File: config.mk
export PLATFORM = sky130hd
export DESIGN_NAME = p88_image_loader
export DESIGN_NICKNAME = d
export VERILOG_FILES = /design/src/rtl/p88_image_loader.sv
export SDC_FILE = /design/constraint.sdc
export NUM_CORES = 1
export LEC_CHECK = 0
export CAP_MARGIN = 5
export CORE_MARGIN = 3
export CORE_UTILIZATION = 25
export DETAILED_ROUTE_END_ITERATION = 16
export PLACE_DENSITY_LB_ADDON = 0.05
export SLEW_MARGIN = 0
export SYNTH_ARGS = -nofsm -noshare
export SYNTH_HDL_FRONTEND = slang
export SYNTH_SLANG_ARGS = --single-unit
File: constraint.sdc
create_clock -name clk_sys -period 6.78 [get_ports clk_sys]
set_clock_uncertainty 0.15 [all_clocks]
set_input_delay 1.356 -clock clk_sys [delete_from_list [all_inputs] [get_ports clk_sys]]
set_output_delay 1.356 -clock clk_sys [all_outputs]
set_load 0.01 [all_outputs]
File: src/rtl/p88_image_loader.sv
// rtl/p88_image_loader.sv - P88 image loader: ioctl byte stream to Konix RAM sections and ROM boot vector
module p88_image_loader #(
  parameter int ADDR_W       = 20,
  parameter int ROM_AW       = 3,
  parameter int ROM_VEC_BASE = 0,
  parameter int WR_PULSE     = 1,
  parameter int SEC_W        = 8
) (
  input  logic              clk_sys,
  input  logic              reset,
  input  logic              ioctl_download,
  input  logic              ioctl_wr,
  input  logic [7:0]        ioctl_dout,
  output logic              ioctl_wait,
  output logic              load_reset,
  output logic [ADDR_W-1:0] mem_addr,
  output logic [7:0]        mem_dout,
  output logic              ram_we,
  output logic              rom_we,
  output logic              entry_valid,
  output logic [15:0]       entry_seg,
  output logic [15:0]       entry_off,
  output logic              done,
  output logic              err,
  output logic [1:0]        err_code,
  output logic [SEC_W-1:0]  sections
);

  localparam int PW = (WR_PULSE > 1) ? $clog2(WR_PULSE) : 1;
  localparam int BW = (ADDR_W > 20) ? ADDR_W : 20;
  localparam logic [ROM_AW-1:0] ROM_BASE = ROM_AW'(ROM_VEC_BASE);

  typedef enum logic [3:0] {
    S_IDLE, S_CMD, S_C8HDR, S_CAHDR, S_DATA, S_WR, S_NEXT, S_VEC, S_ERR
  } state_t;

  state_t              r_state, w_state_n, w_cur;
  logic                r_dl_q;
  logic [2:0]          r_hidx, w_hidx_n;
  logic [15:0]         r_seg, w_seg_n, r_off, w_off_n, r_rem, w_rem_n;
  logic [ADDR_W-1:0]   r_ptr, w_ptr_n, r_addr, w_addr_n;
  logic [PW-1:0]       r_pcnt, w_pcnt_n;
  logic [2:0]          r_vidx, w_vidx_n;
  logic                r_wait, w_wait_n, r_lrst, w_lrst_n;
  logic [7:0]          r_dout, w_dout_n;
  logic                r_ram_we, w_ram_we_n, r_rom_we, w_rom_we_n;
  logic                r_ev, w_ev_n, r_done, w_done_n, r_err, w_err_n;
  logic [15:0]         r_eseg, w_eseg_n, r_eoff, w_eoff_n;
  logic [1:0]          r_code, w_code_n;
  logic [SEC_W-1:0]    r_sec, w_sec_n, w_sec_inc;
  logic                w_rise, w_fall, w_take, w_pulse_end;
  logic [BW-1:0]       w_base_full;
  logic [15:0]         w_len;

  assign w_rise      = ioctl_download & ~r_dl_q;
  assign w_fall      = ~ioctl_download & r_dl_q;
  assign w_take      = ioctl_wr & ioctl_download & ~r_wait;
  assign w_pulse_end = (r_pcnt == PW'(WR_PULSE - 1));
  assign w_sec_inc   = (r_sec == {SEC_W{1'b1}}) ? r_sec : r_sec + SEC_W'(1);
  assign w_base_full = BW'({r_seg, 4'b0000}) + BW'(r_off);
  assign w_len       = {ioctl_dout, r_rem[7:0]};

  // Boot vector layout: far JMP opcode, then offset and segment little-endian
  function automatic logic [7:0] vec_byte(input logic [2:0] idx, input logic [15:0] seg,
                                          input logic [15:0] off);
    case (idx)
      3'd0:    vec_byte = 8'hEA;
      3'd1:    vec_byte = off[7:0];
      3'd2:    vec_byte = off[15:8];
      3'd3:    vec_byte = seg[7:0];
      default: vec_byte = seg[15:8];
    endcase
  endfunction

  function automatic logic [ADDR_W-1:0] rom_addr(input logic [2:0] idx);
    logic [ROM_AW-1:0] a;
    a = ROM_BASE + ROM_AW'(idx);
    rom_addr = ADDR_W'(a);
  endfunction

  // Next-state and next-output logic for the parser and strobe sequencer
  always_comb begin
    w_state_n  = r_state;
    w_cur      = r_state;
    w_hidx_n   = r_hidx;
    w_seg_n    = r_seg;
    w_off_n    = r_off;
    w_rem_n    = r_rem;
    w_ptr_n    = r_ptr;
    w_pcnt_n   = r_pcnt;
    w_vidx_n   = r_vidx;
    w_wait_n   = r_wait;
    w_lrst_n   = r_lrst;
    w_addr_n   = r_addr;
    w_dout_n   = r_dout;
    w_ram_we_n = r_ram_we;
    w_rom_we_n = r_rom_we;
    w_ev_n     = r_ev;
    w_eseg_n   = r_eseg;
    w_eoff_n   = r_eoff;
    w_done_n   = 1'b0;
    w_err_n    = r_err;
    w_code_n   = r_code;
    w_sec_n    = r_sec;

    if (w_rise) begin
      w_lrst_n   = 1'b1;
      w_err_n    = 1'b0;
      w_code_n   = 2'b00;
      w_sec_n    = '0;
      w_ev_n     = 1'b0;
      w_wait_n   = 1'b0;
      w_ram_we_n = 1'b0;
      w_rom_we_n = 1'b0;
      w_cur      = S_CMD;
      w_state_n  = S_CMD;
    end

    if (w_fall) begin
      w_state_n  = S_IDLE;
      w_wait_n   = 1'b0;
      w_lrst_n   = 1'b0;
      w_ram_we_n = 1'b0;
      w_rom_we_n = 1'b0;
      if (!r_err) begin
        if (r_state == S_CMD) begin
          w_done_n = 1'b1;
        end else if (r_state != S_IDLE && r_state != S_ERR) begin
          w_err_n  = 1'b1;
          w_code_n = 2'b10;
        end
      end
    end else begin
      case (w_cur)
        S_CMD: begin
          if (w_take) begin
            w_hidx_n = 3'd0;
            if (ioctl_dout == 8'hC8) begin
              w_state_n = S_C8HDR;
            end else if (ioctl_dout == 8'hCA) begin
              w_state_n = S_CAHDR;
            end else begin
              w_state_n = S_ERR;
              w_err_n   = 1'b1;
              w_code_n  = 2'b01;
            end
          end
        end
        S_C8HDR: begin
          if (w_take) begin
            w_hidx_n = r_hidx + 3'd1;
            case (r_hidx)
              3'd0: w_seg_n[7:0]  = ioctl_dout;
              3'd1: w_seg_n[15:8] = ioctl_dout;
              3'd2: w_off_n[7:0]  = ioctl_dout;
              3'd3: w_off_n[15:8] = ioctl_dout;
              3'd6: w_rem_n[7:0]  = ioctl_dout;
              3'd7: begin
                w_rem_n = w_len;
                w_ptr_n = w_base_full[ADDR_W-1:0];
                if (w_len == 16'd0) begin
                  w_sec_n   = w_sec_inc;
                  w_state_n = S_CMD;
                end else begin
                  w_state_n = S_DATA;
                end
              end
              default: ;
            endcase
          end
        end
        S_DATA: begin
          if (w_take) begin
            w_addr_n   = r_ptr;
            w_dout_n   = ioctl_dout;
            w_ram_we_n = 1'b1;
            w_wait_n   = 1'b1;
            w_pcnt_n   = '0;
            w_state_n  = S_WR;
          end
        end
        S_WR: begin
          if (w_pulse_end) begin
            w_ram_we_n = 1'b0;
            w_state_n  = S_NEXT;
          end else begin
            w_pcnt_n = r_pcnt + PW'(1);
          end
        end
        S_NEXT: begin
          w_ptr_n  = r_ptr + ADDR_W'(1);
          w_rem_n  = r_rem - 16'd1;
          w_wait_n = 1'b0;
          if (r_rem == 16'd1) begin
            w_sec_n   = w_sec_inc;
            w_state_n = S_CMD;
          end else begin
            w_state_n = S_DATA;
          end
        end
        S_CAHDR: begin
          if (w_take) begin
            w_hidx_n = r_hidx + 3'd1;
            case (r_hidx)
              3'd0: w_seg_n[7:0]  = ioctl_dout;
              3'd1: w_seg_n[15:8] = ioctl_dout;
              3'd2: w_off_n[7:0]  = ioctl_dout;
              default: begin
                w_off_n[15:8] = ioctl_dout;
                w_wait_n      = 1'b1;
                w_vidx_n      = 3'd0;
                w_pcnt_n      = '0;
                w_rom_we_n    = 1'b1;
                w_addr_n      = rom_addr(3'd0);
                w_dout_n      = 8'hEA;
                w_state_n     = S_VEC;
              end
            endcase
          end
        end
        S_VEC: begin
          if (r_rom_we) begin
            if (w_pulse_end) w_rom_we_n = 1'b0;
            else             w_pcnt_n   = r_pcnt + PW'(1);
          end else if (r_vidx == 3'd4) begin
            w_eseg_n  = r_seg;
            w_eoff_n  = r_off;
            w_ev_n    = 1'b1;
            w_wait_n  = 1'b0;
            w_state_n = S_CMD;
          end else begin
            w_vidx_n   = r_vidx + 3'd1;
            w_pcnt_n   = '0;
            w_rom_we_n = 1'b1;
            w_addr_n   = rom_addr(r_vidx + 3'd1);
            w_dout_n   = vec_byte(r_vidx + 3'd1, r_seg, r_off);
          end
        end
        default: ;
      endcase
    end
  end

  // State and output registers
  always_ff @(posedge clk_sys or posedge reset) begin
    if (reset) begin
      r_state  <= S_IDLE;
      r_dl_q   <= 1'b0;
      r_hidx   <= '0;
      r_seg    <= '0;
      r_off    <= '0;
      r_rem    <= '0;
      r_ptr    <= '0;
      r_pcnt   <= '0;
      r_vidx   <= '0;
      r_wait   <= 1'b0;
      r_lrst   <= 1'b0;
      r_addr   <= '0;
      r_dout   <= '0;
      r_ram_we <= 1'b0;
      r_rom_we <= 1'b0;
      r_ev     <= 1'b0;
      r_eseg   <= '0;
      r_eoff   <= '0;
      r_done   <= 1'b0;
      r_err    <= 1'b0;
      r_code   <= '0;
      r_sec    <= '0;
    end else begin
      r_state  <= w_state_n;
      r_dl_q   <= ioctl_download;
      r_hidx   <= w_hidx_n;
      r_seg    <= w_seg_n;
      r_off    <= w_off_n;
      r_rem    <= w_rem_n;
      r_ptr    <= w_ptr_n;
      r_pcnt   <= w_pcnt_n;
      r_vidx   <= w_vidx_n;
      r_wait   <= w_wait_n;
      r_lrst   <= w_lrst_n;
      r_addr   <= w_addr_n;
      r_dout   <= w_dout_n;
      r_ram_we <= w_ram_we_n;
      r_rom_we <= w_rom_we_n;
      r_ev     <= w_ev_n;
      r_eseg   <= w_eseg_n;
      r_eoff   <= w_eoff_n;
      r_done   <= w_done_n;
      r_err    <= w_err_n;
      r_code   <= w_code_n;
      r_sec    <= w_sec_n;
    end
  end

  // Strobes are gated by the download line so an aborted download cuts them off at once
  assign ram_we      = r_ram_we & ioctl_download;
  assign rom_we      = r_rom_we & ioctl_download;
  assign ioctl_wait  = r_wait;
  assign load_reset  = r_lrst;
  assign mem_addr    = r_addr;
  assign mem_dout    = r_dout;
  assign entry_valid = r_ev;
  assign entry_seg   = r_eseg;
  assign entry_off   = r_eoff;
  assign done        = r_done;
  assign err         = r_err;
  assign err_code    = r_code;
  assign sections    = r_sec;

endmodule
==> impl_metrics.tcl, run 1 <==
set metrics [dict create \
    synth_edf_count 0 \
    power_frac_clock_pct 30.6 \
    viasPerCell 4.92 \
    hold_depth 2 \
    cts_sinks 156 \
    crit_path_start_kind "input port" \
    finalSetupTns_ps 0 \
    clock_latency_ps 450 \
    reg2reg_depth 8 \
    grt_pass1_wl_mm 43.7 \
    cts_resized 0 \
    synth_seq_area_share_pct 46.7 \
    die_h_um 189 \
    coreArea_um2 32800 \
    cts_hold_buf 0 \
    root_buffer "clkbuf_16" \
    hold_violations 0 \
    cts_max_path_buffers 2 \
    die_area_um2 35700 \
    period_minus_slack_ps 4560 \
    yosysUniqueCellTypes 72 \
    period_share_pct 67.3 \
    p_sw_uw 1180 \
    crit_fanout 18 \
    syn_nets 918 \
    layout-drive-gt1-share_pct 9.58 \
    final_common_cell "dfrtp_1" \
    synthCells 875 \
    grt.overflow.total 0 \
    criticalPathCategory "in -> reg" \
    place.gp.congestion 0.834 \
    r2r_end "entry_seg[12]" \
    max_stage_delay_ps 740 \
    pwr-share-comb_pct 26.9 \
    num_rows 66 \
    required_ps 6960 \
    clock.fmax_mhz 219 \
    numCtsBuffers 17 \
    cts.repair_timing.setup_buffer_count 0 \
    cts_tree "built" \
    ff2ff_setup_slack_ps 3300 \
    io_pins 89 \
    cts_max_level 4 \
    switching_share_pct 36.7 \
    hp-start "mem_dout[5]" \
    status "finished, final reports clean" \
    avgSynthCellArea_um2 9.55 \
    p_total_uw 3200 \
    drt_iter0_drc 467 \
    remaining_drc_errors 0 \
    grt_setup_unrepaired "no" \
    die_w_um 189 \
    final_cell_mix "dfrtp_1, nand2_1, clkdlybuf4s50_1" \
    io_buffer_count 88 \
    drt-pass1-iter-count 6 \
    antenna_found_initial 0 \
    fin_util_pct 31.3 \
    grtUsageTotal_pct 16.0 \
    p_leak_uw 0.00444 \
    holdPathEnd "mem_dout[5]" \
    place_hpwl_mm 19.7 \
    yosysWarnings 0 \
    ys_ff_latch 156 \
    setup_viol 0 \
    syn-cell-area_um2 8360 \
    r2r_start "r_dl_q" \
    grt_pass1_vias 6946 \
    via_count 6892 \
    tightestPinTransition_ps 999 \
    start_util_pct 25.5 \
    arrival_ps 4740 \
    ys.flop_type "dfrtp_1" \
    diodes 0 \
    crit_chain "clkdlybuf4s50_1, ha_1, nor2b_1, and3b_1, nand2_1, or3_1, buf_4, mux2_2" \
    end_kind "flop" \
    grt_max_degree 80 \
    ir_worst_vdd_v 0.000173 \
    cts.reportedPaths.clkPinSlew_ps 70 \
    holdCritPathClass "reg -> reg" \
    maxCapViolCount 0 \
    syn2layout_area_growth_pct 22.7 \
    wirelength_mm 27.7 \
    pwr-share-seq_pct 42.5 \
    wl_per_cell_um 19.7 \
    final_nets 990 \
    maxSlewHeadroom_pct 33.0 \
    synth_async_sr_flop_share_pct 100 \
    power.density_nw_per_um2 312 \
    slowest_stage "or3_1" \
    timing.final.max_slew_violations 0 \
    p_int_uw 2020 \
    final_antenna_net_count 0 \
]
cells in the mapped netlist (all sizes together), types with 8 or more instances:
master,count,share of area (%)
inv,21,0.94
nand2,110,4.9
nor2,71,3.2
and2,9,0.67
nand4,9,0.67
xor2,8,0.84
a21oi,76,4.5
a31oi,12,0.90
nor4,8,0.60
o22a,8,0.84
nand3,32,2.0
ha,30,4.5
nor3,16,1.0
mux2,64,8.7
buf,23,1.6
and3,8,0.66
dfrtp,156,47
o21ai,82,4.9
a22oi,9,0.81
clkbuf,23,1.0
flip-flops by register name, indices dropped and copies added (netlist names), 2 cells and up:
name	cells
r_off	16
r_rem	16
r_state	4
r_vidx	3
mem_addr	20
r_ptr	20
entry_seg	16
r_hidx	3
r_seg	16
err_code	2
sections	8
mem_dout	8
entry_off	16
worst max-delay path: cells and delay by family:
kind | cells | cell delay (ps)
adders and majority gates | 1 | 560
buffers and inverters | 2 | 960
muxes | 1 | 370
and+or+nand+nor | 4 | 1460
kinds of logic (layout without fill, tap and decap cells):
group	after synthesis	in the layout	share of synthesized area, %
multiplexers	65	65	8.78
AO/OA/AOI/OAI	246	246	18.0
adder cells (fa/ha/maj)	31	31	4.73
XOR/XNOR	15	15	1.57
AND/OR/NAND/NOR	294	294	16.6
flip-flops	156	156	46.7
buffers and inverters	68	153	3.61
metal layers:
layer | vias up | share of wire [%] | track usage [%]
met5 | - | 0 | 0
met4 | 0 | 2.4 | 5.56
met3 | 31 | 3.4 | 2.72
met2 | 166 | 43 | 23.5
met1 | 3402 | 51 | 23.7
li1 | 3293 | - | -
power by group through the flow:
stage	logic (uW)	clock network [uW]	registers [uW]
finish	860	979	1360
detailed placement	865	0	1380
global placement	866	0	1390
global route	970	1050	1400
CTS	871	1010	1360
floorplan	534	0	1310
through the flow:
stage	cells	setup WS [ps]	hold slack, ps	area [um^2]
final	1402	2220	330	10300
after CTS	1402	2170	339	10300
after global placement	1370	1780	318	9680
after floorplan	875	1070	337	8360
after detailed placement	1370	1690	325	9680
after global routing	1402	1830	351	10300
cell type report:
cell class	instances	area, um^2
Fill cell	3460	22500
Multi-Input combinational cell	651	4160
Sequential cell	156	3900
Timing Repair Buffer	99	976
Tap cell	442	553
Clock buffer	17	425
Clock inverter	15	154
Inverter	22	87.6
worst max-delay path by stage:
stage                         from       endpoint  slack [ps]  cells after the start
global placement    ioctl_download      r_ptr[10]        1780                     10
finish              ioctl_download  entry_seg[12]        2220                      8
floorplan                    reset           done        1070                      1
global route        ioctl_download      r_ptr[10]        1830                     10
detailed placement  ioctl_download   entry_off[7]        1690                      8
CTS                 ioctl_download  entry_seg[12]        2170                      8
(Power assumes the default switching activity.)
==> inputs of run 2 (changes only) <==
- clock period: 6.78 -> 4.59 ns (I/O delays scaled with it)
==> run 2 against run 1 <==
Net effect:
- combinational power grew 50%
- wire length about the same
- cell area up 1.3%
- clock power is 45% higher
- non-clock buffer count up 17
- via count hardly changed
- setup slack lost 1100 ps
- sequential share of layout area shrank 0.48 points
- global-route usage about the same
- critical path type unchanged
- largest cell class unchanged
==> impl_metrics.tcl, run 2 (synthesis results as in run 1) <==
set metrics [dict create \
    cts_sinks 156 \
    place_hpwl_mm 20.3 \
    setup_viol 0 \
    final_antenna_net_count 0 \
    grt.overflow.total 0 \
    maxSlewHeadroom_pct 34.9 \
    root_buffer "clkbuf_16" \
    grt_pass1_wl_mm 43.8 \
    coreArea_um2 32800 \
    crit_chain "clkdlybuf4s50_1, ha_1, nor4b_2, buf_4, nor2b_1, and2_1, o21a_1, buf_4, o21a_1, a2bb2oi_1" \
    remaining_drc_errors 0 \
    finalInstanceArea_um2 10400 \
    viasPerCell 4.86 \
    cts.reportedPaths.clkPinSlew_ps 70 \
    finalSetupTns_ps 0 \
    post_dp_cell_area_um2 9810 \
    grtUsageTotal_pct 15.9 \
    die_w_um 189 \
    p_total_uw 4720 \
    grt_max_degree 72 \
    start_util_pct 25.5 \
    clock.fmax_mhz 289 \
    status "finished, final reports clean" \
    cts_resized 0 \
    via_count 6893 \
    io_pins 89 \
    period_minus_slack_ps 3470 \
    die_h_um 189 \
    seq_area_um2 3900 \
    drt-pass1-iter-count 5 \
    layout-drive-gt1-share_pct 11.0 \
    num_rows 66 \
    cp.depth 10 \
    holdCritPathClass "reg -> reg" \
    io_buffer_count 88 \
    drt_iter0_drc 493 \
    nFillCells 3462 \
    cts.repair_timing.setup_buffer_count 0 \
    syn2layout_area_growth_pct 24.3 \
    end_kind "flop" \
    tightestPinTransition_ps 969 \
    final_common_cell "dfrtp_1" \
    hold_violations 0 \
    crit_fanout 13 \
    final_cell_mix "dfrtp_1, nand2_1, clkdlybuf4s50_1" \
    critPathBufInv 3 \
    diodes 0 \
    ir_worst_vdd_v 0.000248 \
    place.gp.congestion 0.794 \
    hp-start "mem_addr[2]" \
    p_leak_uw 0.00452 \
    required_ps 4800 \
    layout_setup_ws_ps 1120 \
    hold_depth 2 \
    max_stage_delay_ps 500 \
    die_area_um2 35700 \
    crit_path_start_kind "input port" \
    maxCapViolCount 0 \
    wl_per_cell_um 19.5 \
    final_nets 1007 \
    crit_family "buffers and inverters" \
    grt_setup_unrepaired "no" \
    wirelength_mm 27.7 \
    cts_max_path_buffers 2 \
    antenna_found_initial 0 \
    r2r_end "r_ptr[18]" \
    period_share_pct 75.5 \
    criticalPathCategory "in -> reg" \
    r2r_start "r_off[4]" \
    ff2ff_setup_slack_ps 1590 \
    cts_max_level 4 \
    slowest_stage "clkdlybuf4s50_1" \
    reg2reg_depth 10 \
    power.density_nw_per_um2 454 \
    cts_tree "built" \
    clock_latency_ps 430 \
    grt_pass1_vias 7044 \
    multi_input_area_um2 4160 \
    timing.final.max_slew_violations 0 \
    dp_slack_ps 696 \
    cts_hold_buf 0 \
    numCtsBuffers 17 \
    arrival_ps 3680 \
    holdPathEnd "mem_addr[2]" \
]
## run 2: area by class of cell
cell class,count,share of cell area [%]
timing repair buffer,116,10.7
tap,442,5.32
multi-input combinational,651,40.0
inverter,22,0.831
clock inverter,13,1.38
sequential,156,37.6
clock buffer,18,4.13
## run 2: power breakdown
part | internal [uW] | switching [uW] | total, uW
sequential | 1660 | 349 | 2010
clock | 803 | 621 | 1420
combinational | 576 | 712 | 1290
total | 3040 | 1680 | 4720
## run 2: routing by layer
metal	global-route usage (%)	vias to the layer above	part of all wire [%]
met1	23.4	3410	51
met5	0	-	0
li1	-	3348	-
met4	3.12	0	0.90
met3	2.91	16	3.1
met2	24.7	119	45
## run 2: worst max-delay path by stage
stage                         to           start
finish                  r_ptr[7]  ioctl_download
global route        mem_addr[13]  ioctl_download
CTS                     r_ptr[7]  ioctl_download
detailed placement      r_ptr[7]  ioctl_download
global placement     sections[0]   ioctl_dout[7]
floorplan                   done           reset
## run 2: worst register-to-register path, stage by stage (launching register included)
cell and delay, ps:
dfrtp_1 490, ha_1 230, inv_1 60, fa_1 400, nor2b_1 170, o31a_1 210
o21ai_1 100, o21ai_0 380, a21oi_1 160, or4_1 480, nand3_1 100
## run 2: stage by stage
stage          instances  utilization [%]  hold WS [ps]
2_1_floorplan        875                -           337
3_3_place_gp        1386             29.9           318
3_5_place_dp        1386             29.9           325
4_1_cts             1417             31.7           339
5_1_grt             1418             31.7           351
6_report            1418             31.7           328
